$ cat src/rtl/uart_tx_frame.sv
// UART transmit engine: one byte per valid/ready handshake, sent LSB-first as
// start / 8 data / optional parity / 1-2 stop bits on a registered txd.
module uart_tx_frame #(
   parameter int unsigned BPS_T     = 433,
   parameter int unsigned PARITY    = 0,
   parameter int unsigned STOP_BITS = 1
) (
   input  logic       clk,
   input  logic       rst_n,
   input  logic       tx_valid,
   input  logic [7:0] tx_data,
   output logic       tx_ready,
   output logic       tx_done,
   output logic       txd
);

   typedef enum logic [2:0] {
      S_IDLE,
      S_START,
      S_DATA,
      S_PARITY,
      S_STOP
   } state_e;

   localparam logic [15:0] BPS_LIM = 16'(BPS_T);

   state_e      state_q,  state_d;
   logic [15:0] cnt_q,    cnt_d;
   logic [2:0]  idx_q,    idx_d;
   logic [7:0]  shift_q,  shift_d;
   logic        par_q,    par_d;
   logic        stop2_q,  stop2_d;
   logic        txd_q,    txd_d;
   logic        ready_q,  ready_d;
   logic        done_q,   done_d;

   logic bit_end;
   assign bit_end = (cnt_q == BPS_LIM);

   always_comb begin
      // NOTE: every next-state signal is defaulted first so no path through the
      // case statement leaves one unassigned, which would infer a latch.
      state_d = state_q;
      cnt_d   = cnt_q;
      idx_d   = idx_q;
      shift_d = shift_q;
      par_d   = par_q;
      stop2_d = stop2_q;
      txd_d   = txd_q;
      ready_d = ready_q;
      done_d  = 1'b0;

      if (state_q != S_IDLE) begin
         cnt_d = bit_end ? 16'd0 : cnt_q + 16'd1;
      end

      unique case (state_q)
         S_IDLE: begin
            cnt_d = 16'd0;
            if (tx_valid) begin
               shift_d = tx_data;
               par_d   = (PARITY == 1) ? ~^tx_data : ^tx_data;
               state_d = S_START;
               txd_d   = 1'b0;
               ready_d = 1'b0;
            end
         end
         S_START: begin
            if (bit_end) begin
               state_d = S_DATA;
               idx_d   = 3'd0;
               txd_d   = shift_q[0];
            end
         end
         S_DATA: begin
            if (bit_end) begin
               if (idx_q == 3'd7) begin
                  if (PARITY != 0) begin
                     state_d = S_PARITY;
                     txd_d   = par_q;
                  end else begin
                     state_d = S_STOP;
                     txd_d   = 1'b1;
                     stop2_d = 1'b0;
                  end
               end else begin
                  idx_d = idx_q + 3'd1;
                  txd_d = shift_q[idx_q + 3'd1];
               end
            end
         end
         S_PARITY: begin
            if (bit_end) begin
               state_d = S_STOP;
               txd_d   = 1'b1;
               stop2_d = 1'b0;
            end
         end
         S_STOP: begin
            if (bit_end) begin
               // A second stop period reuses the same counter; txd simply stays high.
               if (STOP_BITS == 2 && !stop2_q) begin
                  stop2_d = 1'b1;
               end else begin
                  state_d = S_IDLE;
                  idx_d   = 3'd0;
                  ready_d = 1'b1;
                  done_d  = 1'b1;
               end
            end
         end
         default: begin
            state_d = S_IDLE;
            txd_d   = 1'b1;
            ready_d = 1'b1;
         end
      endcase
   end

   always_ff @(posedge clk or negedge rst_n) begin
      if (!rst_n) begin
         state_q <= S_IDLE;
         cnt_q   <= 16'd0;
         idx_q   <= 3'd0;
         shift_q <= 8'd0;
         par_q   <= 1'b0;
         stop2_q <= 1'b0;
         txd_q   <= 1'b1;
         ready_q <= 1'b1;
         done_q  <= 1'b0;
      end else begin
         // NOTE: non-blocking assignments so every register updates from the
         // values sampled at this edge, independent of statement order.
         state_q <= state_d;
         cnt_q   <= cnt_d;
         idx_q   <= idx_d;
         shift_q <= shift_d;
         par_q   <= par_d;
         stop2_q <= stop2_d;
         txd_q   <= txd_d;
         ready_q <= ready_d;
         done_q  <= done_d;
      end
   end

   assign txd      = txd_q;
   assign tx_ready = ready_q;
   assign tx_done  = done_q;

endmodule

$ cat config.mk
export PLATFORM = sky130hd
export DESIGN_NAME = uart_tx_frame
export DESIGN_NICKNAME = d
export VERILOG_FILES = /design/src/rtl/uart_tx_frame.sv
export SDC_FILE = /design/constraint.sdc
export NUM_CORES = 1
export LEC_CHECK = 0
export CORE_ASPECT_RATIO = 0.7
export CORE_MARGIN = 3
export CORE_UTILIZATION = 55
export DETAILED_ROUTE_END_ITERATION = 10
export MAX_ROUTING_LAYER = met4
export PLACE_DENSITY = 0.86
export SLEW_MARGIN = 40
export SYNTH_ARGS = -nofsm -noshare
export SYNTH_HDL_FRONTEND = slang
export SYNTH_SLANG_ARGS = --single-unit
$ cat constraint.sdc
create_clock -name clk -period 3.2 [get_ports clk]
set_input_delay 0.32 -clock clk [delete_from_list [all_inputs] [get_ports clk]]
set_output_delay 0.32 -clock clk [all_outputs]
set_load 0.01 [all_outputs]
==> run summary, run 1 <==
Synth
* Yosys reg bits: 33
* number of different library cells in the post-synthesis netlist: 36
* number of warnings printed during yosys synthesis: 0
* Cell Area, Synth: 1600 µm²
* Avg Synthesized Cell Area: 11.0 µm²
* Syn Nets: 160
* Post-Synthesis Cells: 145
* sequential area share after synthesis: 51.8%

Place
* quantity of I/O buffers inserted on ports: 13
* placed wire-length estimate after detailed placement: 2190 µm
* pre-CTS setup slack: 0.959 ns
* placer's final routability congestion estimate: 0.826

Finish
* post-layout net count: 176
* Syn-to-layout area delta: 14.6%
* fraction of layout cells with a size suffix above 1: 16.7%
* FF+latch area: 828 µm²
* fill cell total of the finished layout: 188
* combined area of the multi-input logic cells: 724 µm²
* number of diodes: 0

Critical path
* category of the most critical setup path: register to register
* critical path data arrival time: 2.46 ns
* element type at the critical path end: register
* delay of the slowest critical-path stage: 0.48 ns
* setup slack of the most critical reg-to-reg path: 0.93 ns
* CP Cell Sequence: ha_1 -> ha_1 -> mux2i_1 -> mux4_2 -> a21oi_1 -> a211oi_1 -> a211oi_1
* Crit Reg-Reg Startpoint: idx_q[0]
* Crit Path Max Fanout: 5
* worst endpoint required time: 3.39 ns
* dominant delay contributor by cell family on the critical path: adder cells
* Setup crit start kind: register
* highest-delay cell along the critical path: sky130_fd_sc_hd__mux4_2
* CP bufs+invs: 0
* worst reg2reg path depth: 7
* worst reg2reg path endpoint: txd

Run
* max-capacitance violation count: 0

Detailed routing
* Routed WL per cell: 15.7 µm
* first drt pass iteration count: 4
* routed wire length: 3070 µm
* overall via count from detail_route: 1119
* number of routed nets with antenna violations: 0
* Initial DRC Count: 78
* detailed-route vias per instance: 5.71
* detailed-route DRC error count: 0

Status
* run status: finished, final reports clean

Global route
* pin count of the biggest net entering global routing: 34
* vias in the first global route: 1088
* number of antenna violations at the first check in global routing: 0
* global route overflow: 0
* Overall Global Routing Usage: 20.0%
* wire length of the first global-routing pass: 5150 µm

Floorplanning
* width of the chip: 70.4 µm
* die boundary height: 51.1 µm
* Cell Rows: 15
* Core Region: 2610 µm²
* die area: 3600 µm²
* initial standard-cell utilization of the core: 61.2%
* Top Ports: 14

CTS
* H-tree depth: 2
* clock latency on the worst-skew pair: 0.29 ns
* CTS tree: yes
* CTS resizes: 0
* # clock sinks: 33
* Hold Buf Count CTS: 0
* Num CTS Buffers: 5
* library cell used as clock root buffer: sky130_fd_sc_hd__clkbuf_8
* maximum number of buffers from clock root to sink: 2
* clock slew seen by the registers of the worst setup and hold paths: 0.07 ns
* # Post-CTS Setup Buffers: 0

Timing
* skew final: 0.00800 ns
* ratio of final minimum period to clock period: 70.9%
* post-layout minimum cycle time: 2.27 ns
* Final setup viols: 0
* Sum Neg Setup Slack: 0 ns
* RSZ-0062 raised after global routing: no
* Achievable Freq: 441 MHz
* Final Slew Violations: 0
* Max-slew headroom: 56.3%
* final hold vios: 0
* minimum setup slack in the final design: 0.930 ns
* Worst Max-Slew Pin Slew: 0.655 ns

Power
* P_leak: 0.780 nW
* Pwr Density: 570 nW/µm²
* total design power: 1.04 mW
* worst ir drop on vdd: 0.398 mV

Min path
* worst min-delay path class: input port to async pin

==> Yosys cell counts, drive strengths merged <==
library cell  instances  share of area [%]
mux2                  9                6.3
a22o                  2                1.1
dfstp                 2                3.3
and4                  1               0.55
nor3b                 1               0.47
buf                   5                2.1
a211oi                2               0.94
or2                   1               0.39
a31o                  1               0.55
a21oi                 4                1.3
or3b                  2                1.1
mux4                  1                1.4
nand4                 4                1.6
a21o                  1               0.55
xnor2                 7                3.8
and3                  2               0.86
nand2                 5                1.2
nor4                  3                1.6
nand3                 7                2.2
nor2                 23                5.4
xor2                  8                4.4
nor3                  5                1.6
nand2b                1               0.39
inv                   4               0.94
nand3b                1               0.47
dfrtp                31                 49
ha                    4                3.1
o21ai                 3               0.94
mux2i                 4                2.5
o31ai                 1               0.47
==> worst max path at each step <==
stage                   from   to  cells after the start
floorplan           idx_q[0]  txd                      8
global placement    idx_q[0]  txd                      7
detailed placement  idx_q[0]  txd                      7
CTS                 idx_q[0]  txd                      7
global route        idx_q[0]  txd                      7
finish              idx_q[0]  txd                      7
==> cells in the final DEF (no fill, tap or decap), drive strengths merged, types with 2 or more instances in the layout <==
cell type      synthesis  routed
dfrtp                 31      31
nor2                  23      23
clkdlybuf4s50          0      13
mux2                   9       9
xor2                   8       8
nand3                  7       7
xnor2                  7       7
clkbuf                 0       6
nor3                   5       5
nand2                  5       5
inv                    4       4
nand4                  4       4
a21oi                  4       4
mux2i                  4       4
ha                     4       4
nor4                   3       3
o21ai                  3       3
a22o                   2       2
a211oi                 2       2
clkinv                 0       2
dfstp                  2       2
and3                   2       2
or3b                   2       2
==> report_power, final <==
part / total [mW] / internal, mW / leakage (nW) / switching, mW
clock network: 0.301 / 0.151 / 0.0450 / 0.151
registers: 0.551 / 0.490 / 0.425 / 0.0607
logic: 0.191 / 0.108 / 0.310 / 0.0835
total: 1.04 / 0.748 / 0.780 / 0.295
==> kinds of logic after synthesis <==
| logic type | share of synthesized area, % |
|---|---|
| and+or+nand+nor | 17.7 |
| muxes | 10.3 |
| adders and majority gates | 3.13 |
| buffers and inverters | 3.05 |
| AOI/OAI and AO/OA | 5.79 |
| DFF | 51.8 |
| xor gates and xnor gates | 8.22 |
==> through the flow <==
stage | hold WS (ns) | util, % | cells | cell area, µm²
3_3_place_gp | 0.489 | 66.9 | 188 | 1740
3_5_place_dp | 0.497 | 67.0 | 188 | 1750
6_report | 0.427 | 70.2 | 196 | 1830
5_1_grt | 0.467 | 70.2 | 196 | 1830
2_1_floorplan | 0.0244 | - | 145 | 1600
4_1_cts | 0.439 | 70.2 | 196 | 1830
==> state kept, by name, summed over array words and instances, names as in the netlist <==
| signal | flops |
|---|---|
| cnt_q | 16 |
| shift_q | 8 |
| txd | 1 |
| tx_ready | 1 |
| state_q | 3 |
| tx_done | 1 |
| idx_q | 3 |
==> metal layers <==
metal  GRT usage (%)  up-vias  part of all wire (%)
li1                -      533                     -
met1            24.9      557                    45
met2            29.8       22                    48
met3            6.88        7                   4.7
met4            8.92        0                   1.8
met5               -        -                     0
==> cell type report <==
cell class              instances  area share (%)
repair buffers                 14            7.52
clock inverters                 2           0.547
clock buffers                   6            3.96
well taps                      34            2.32
multi-input cells             103            39.6
inverters                       4           0.820
flip-flops and latches         33            45.2
No activity file was read; power rests on OpenSTA's default activity.
==> run 2, diff against run 1 <==
- CORE_UTILIZATION: 55 -> 51
- PLACE_DENSITY: 0.86 -> 0.84
- clock period: 3.2 -> 1.85 ns (I/O delays scaled with it)
==> run 2 against run 1 <==
  * Global-route usage shrank 0.31 points
  * Register-to-register slack lost 1.0 ns
  * Via count grew 5.0%
  * Clock-buffer cell count grew 1
  * Cell area grew 7.9%
  * Largest power group unchanged
  * Critical path depth is the same
  * The flow now finishes with violations (setup timing)
==> run summary, run 2 (synthesized netlist as in run 1, its figures left out) <==
Status
* run status: finished with violations
* violations in the final reports: setup timing

Finish
* number of non-filler instances in the completed layout: 209, +6.6%
* fill cell total of the finished layout: 216, +15%
* number of flip-flops in the largest register: 16, unchanged
* Syn-to-layout area delta: 23.6%
* combined area of the multi-input logic cells: 764 µm², +5.5%
* Regs by FF count: cnt_q x16, shift_q x8
* most common cell after layout, fill and taps aside: sky130_fd_sc_hd__dfrtp_1
* number of diodes: 0, unchanged
* most frequent cells in the layout: 31 x sky130_fd_sc_hd__dfrtp_1, 23 x sky130_fd_sc_hd__nor2_1, 13 x sky130_fd_sc_hd__clkdlybuf4s50_1
* FF+latch area: 828 µm², unchanged
* fraction of layout cells with a size suffix above 1: 25.4%, +8.8 points
* most flop-heavy register: cnt_q
* post-layout net count: 187, +6.3%

Global route
* number of antenna violations at the first check in global routing: 0, unchanged
* vias in the first global route: 1149, +5.6%
* global route overflow: 0, unchanged
* pin count of the biggest net entering global routing: 34, unchanged
* wire length of the first global-routing pass: 5320 µm, +3.2%
* Overall Global Routing Usage: 19.7%, -0.31 points

Timing
* Final Slew Violations: 0, unchanged
* final hold vios: 0, unchanged
* skew final: 0.00423 ns, -0.00377 ns
* post-layout minimum cycle time: 1.94 ns, -0.330 ns
* minimum setup slack in the final design: -0.0895 ns, -1.02 ns
* Worst Max-Slew Pin Slew: 0.459 ns, -0.197 ns
* Achievable Freq: 516 MHz, +17%
* ratio of final minimum period to clock period: 105%, +34 points
* Final setup viols: 1, +1
* RSZ-0062 raised after global routing: yes
* Sum Neg Setup Slack: -0.0895 ns, -0.0895 ns
* Max-slew headroom: 69.4%, +13 points

Critical path
* CP Cell Sequence: ha_4 -> ha_4 -> mux2i_1 -> mux4_2 -> a21oi_2 -> a211oi_2 -> a211oi_2
* Crit Path Max Fanout: 5, unchanged
* delay of the slowest critical-path stage: 0.48 ns, about the same
* critical path data arrival time: 2.16 ns, -0.30 ns
* highest-delay cell along the critical path: sky130_fd_sc_hd__mux4_2
* worst endpoint required time: 2.07 ns, -1.32 ns
* worst reg2reg path endpoint: txd
* Crit Reg-Reg Startpoint: idx_q[0]
* worst reg2reg path depth: 7, unchanged
* element type at the critical path end: register
* category of the most critical setup path: register to register
* Setup crit start kind: register
* setup slack of the most critical reg-to-reg path: -0.09 ns, -1.02 ns
* CP bufs+invs: 0, unchanged
* dominant delay contributor by cell family on the critical path: multiplexers

Floorplanning
* width of the chip: 72.9 µm, +3.5%
* Core Region: 2880 µm², +11%
* Top Ports: 14, unchanged
* Cell Rows: 16, +1
* die boundary height: 52.8 µm, +3.4%
* initial standard-cell utilization of the core: 55.4%, -5.8 points
* die area: 3850 µm², +7.0%

Place
* placed wire-length estimate after detailed placement: 2230 µm, +1.4%
* pre-CTS setup slack: -0.0972 ns, -1.06 ns
* placer's final routability congestion estimate: 0.812, -1.8%
* quantity of I/O buffers inserted on ports: 13, unchanged
* cell total after placement: 199, +5.9%

Detailed routing
* detailed-route DRC error count: 0, unchanged
* number of routed nets with antenna violations: 0, unchanged
* Initial DRC Count: 70, -10%
* Routed WL per cell: 15.4 µm, -1.4%
* detailed-route vias per instance: 5.62, -1.5%
* routed wire length: 3230 µm, +5.1%
* overall via count from detail_route: 1175, +5.0%
* first drt pass iteration count: 4, unchanged

Power
* worst ir drop on vdd: 0.677 mV, +70%
* P_leak: 0.846 nW, +8.4%
* Pwr Density: 973 nW/µm², +71%

CTS
* clock latency on the worst-skew pair: 0.29 ns, about the same
* maximum number of buffers from clock root to sink: 2, unchanged
* H-tree depth: 2, unchanged
* library cell used as clock root buffer: sky130_fd_sc_hd__clkbuf_8
* Hold Buf Count CTS: 0, unchanged
* # clock sinks: 33, unchanged
* Num CTS Buffers: 5, unchanged
* CTS tree: yes
* clock slew seen by the registers of the worst setup and hold paths: 0.07 ns, about the same

Run
* max-capacitance violation count: 0, unchanged

Min path
* worst min-delay path class: input port to async pin

==> run 2: cell types whose count changed in the layout (fill, tap and decap cells not counted), moves of 2 or more <==
cell / change
sky130_fd_sc_hd__a211oi_1: -2
sky130_fd_sc_hd__a211oi_2: +2
sky130_fd_sc_hd__buf_4: +11
sky130_fd_sc_hd__clkbuf_8: +2
sky130_fd_sc_hd__ha_1: -2
sky130_fd_sc_hd__ha_4: +2
==> run 2: how the worst max path moves through the flow <==
| stage | depth (start not counted) | to | start |
|---|---|---|---|
| after floorplan | 8 | txd | idx_q[0] |
| after global placement | 7 | txd | idx_q[1] |
| after detailed placement | 7 | txd | idx_q[0] |
| after CTS | 7 | txd | idx_q[0] |
| after global routing | 7 | txd | idx_q[0] |
| final | 7 | txd | idx_q[0] |
==> run 2: area by class of cell <==
class | count | area share (%)
Tap cell | 36 | 2.28
Inverter | 4 | 0.760
Clock buffer | 7 | 4.88
Clock inverter | 1 | 0.253
Multi-Input combinational cell | 103 | 38.7
Timing Repair Buffer | 25 | 11.2
Sequential cell | 33 | 42.0
==> run 2: what timing repair did <==
action / in CTS / in global routing
pin swaps: 2 / 4
buffers inserted: 1 / 1
endpoints found under the setup margin: 2 / 4
resized for setup: 0 / 4
gates cloned: 0 / 0
==> run 2: power by group <==
part | total [mW] | internal (mW) | switching, mW
Combinational | 0.372 | 0.210 | 0.163
Sequential | 0.952 | 0.848 | 0.103
Clock | 0.596 | 0.336 | 0.261
==> run 2: layer usage <==
metal	up-vias	share of wire [%]	global-route usage, %
met2	24	48	28.7
met1	582	47	25.0
met3	8	3.6	5.94
li1	561	-	-
met4	0	1.8	9.82
met5	-	0	-
==> run 2: stage by stage <==
step	total power, mW	instance area (µm²)	util, %	hold WS, ns
3_3_place_gp	1.29	1830	63.6	0.495
5_1_grt	2.02	1970	68.5	0.319
4_1_cts	1.92	1940	67.4	0.302
2_1_floorplan	1.17	1620	-	-0.111
3_5_place_dp	1.33	1830	63.6	0.500
6_report	1.92	1970	68.5	0.291
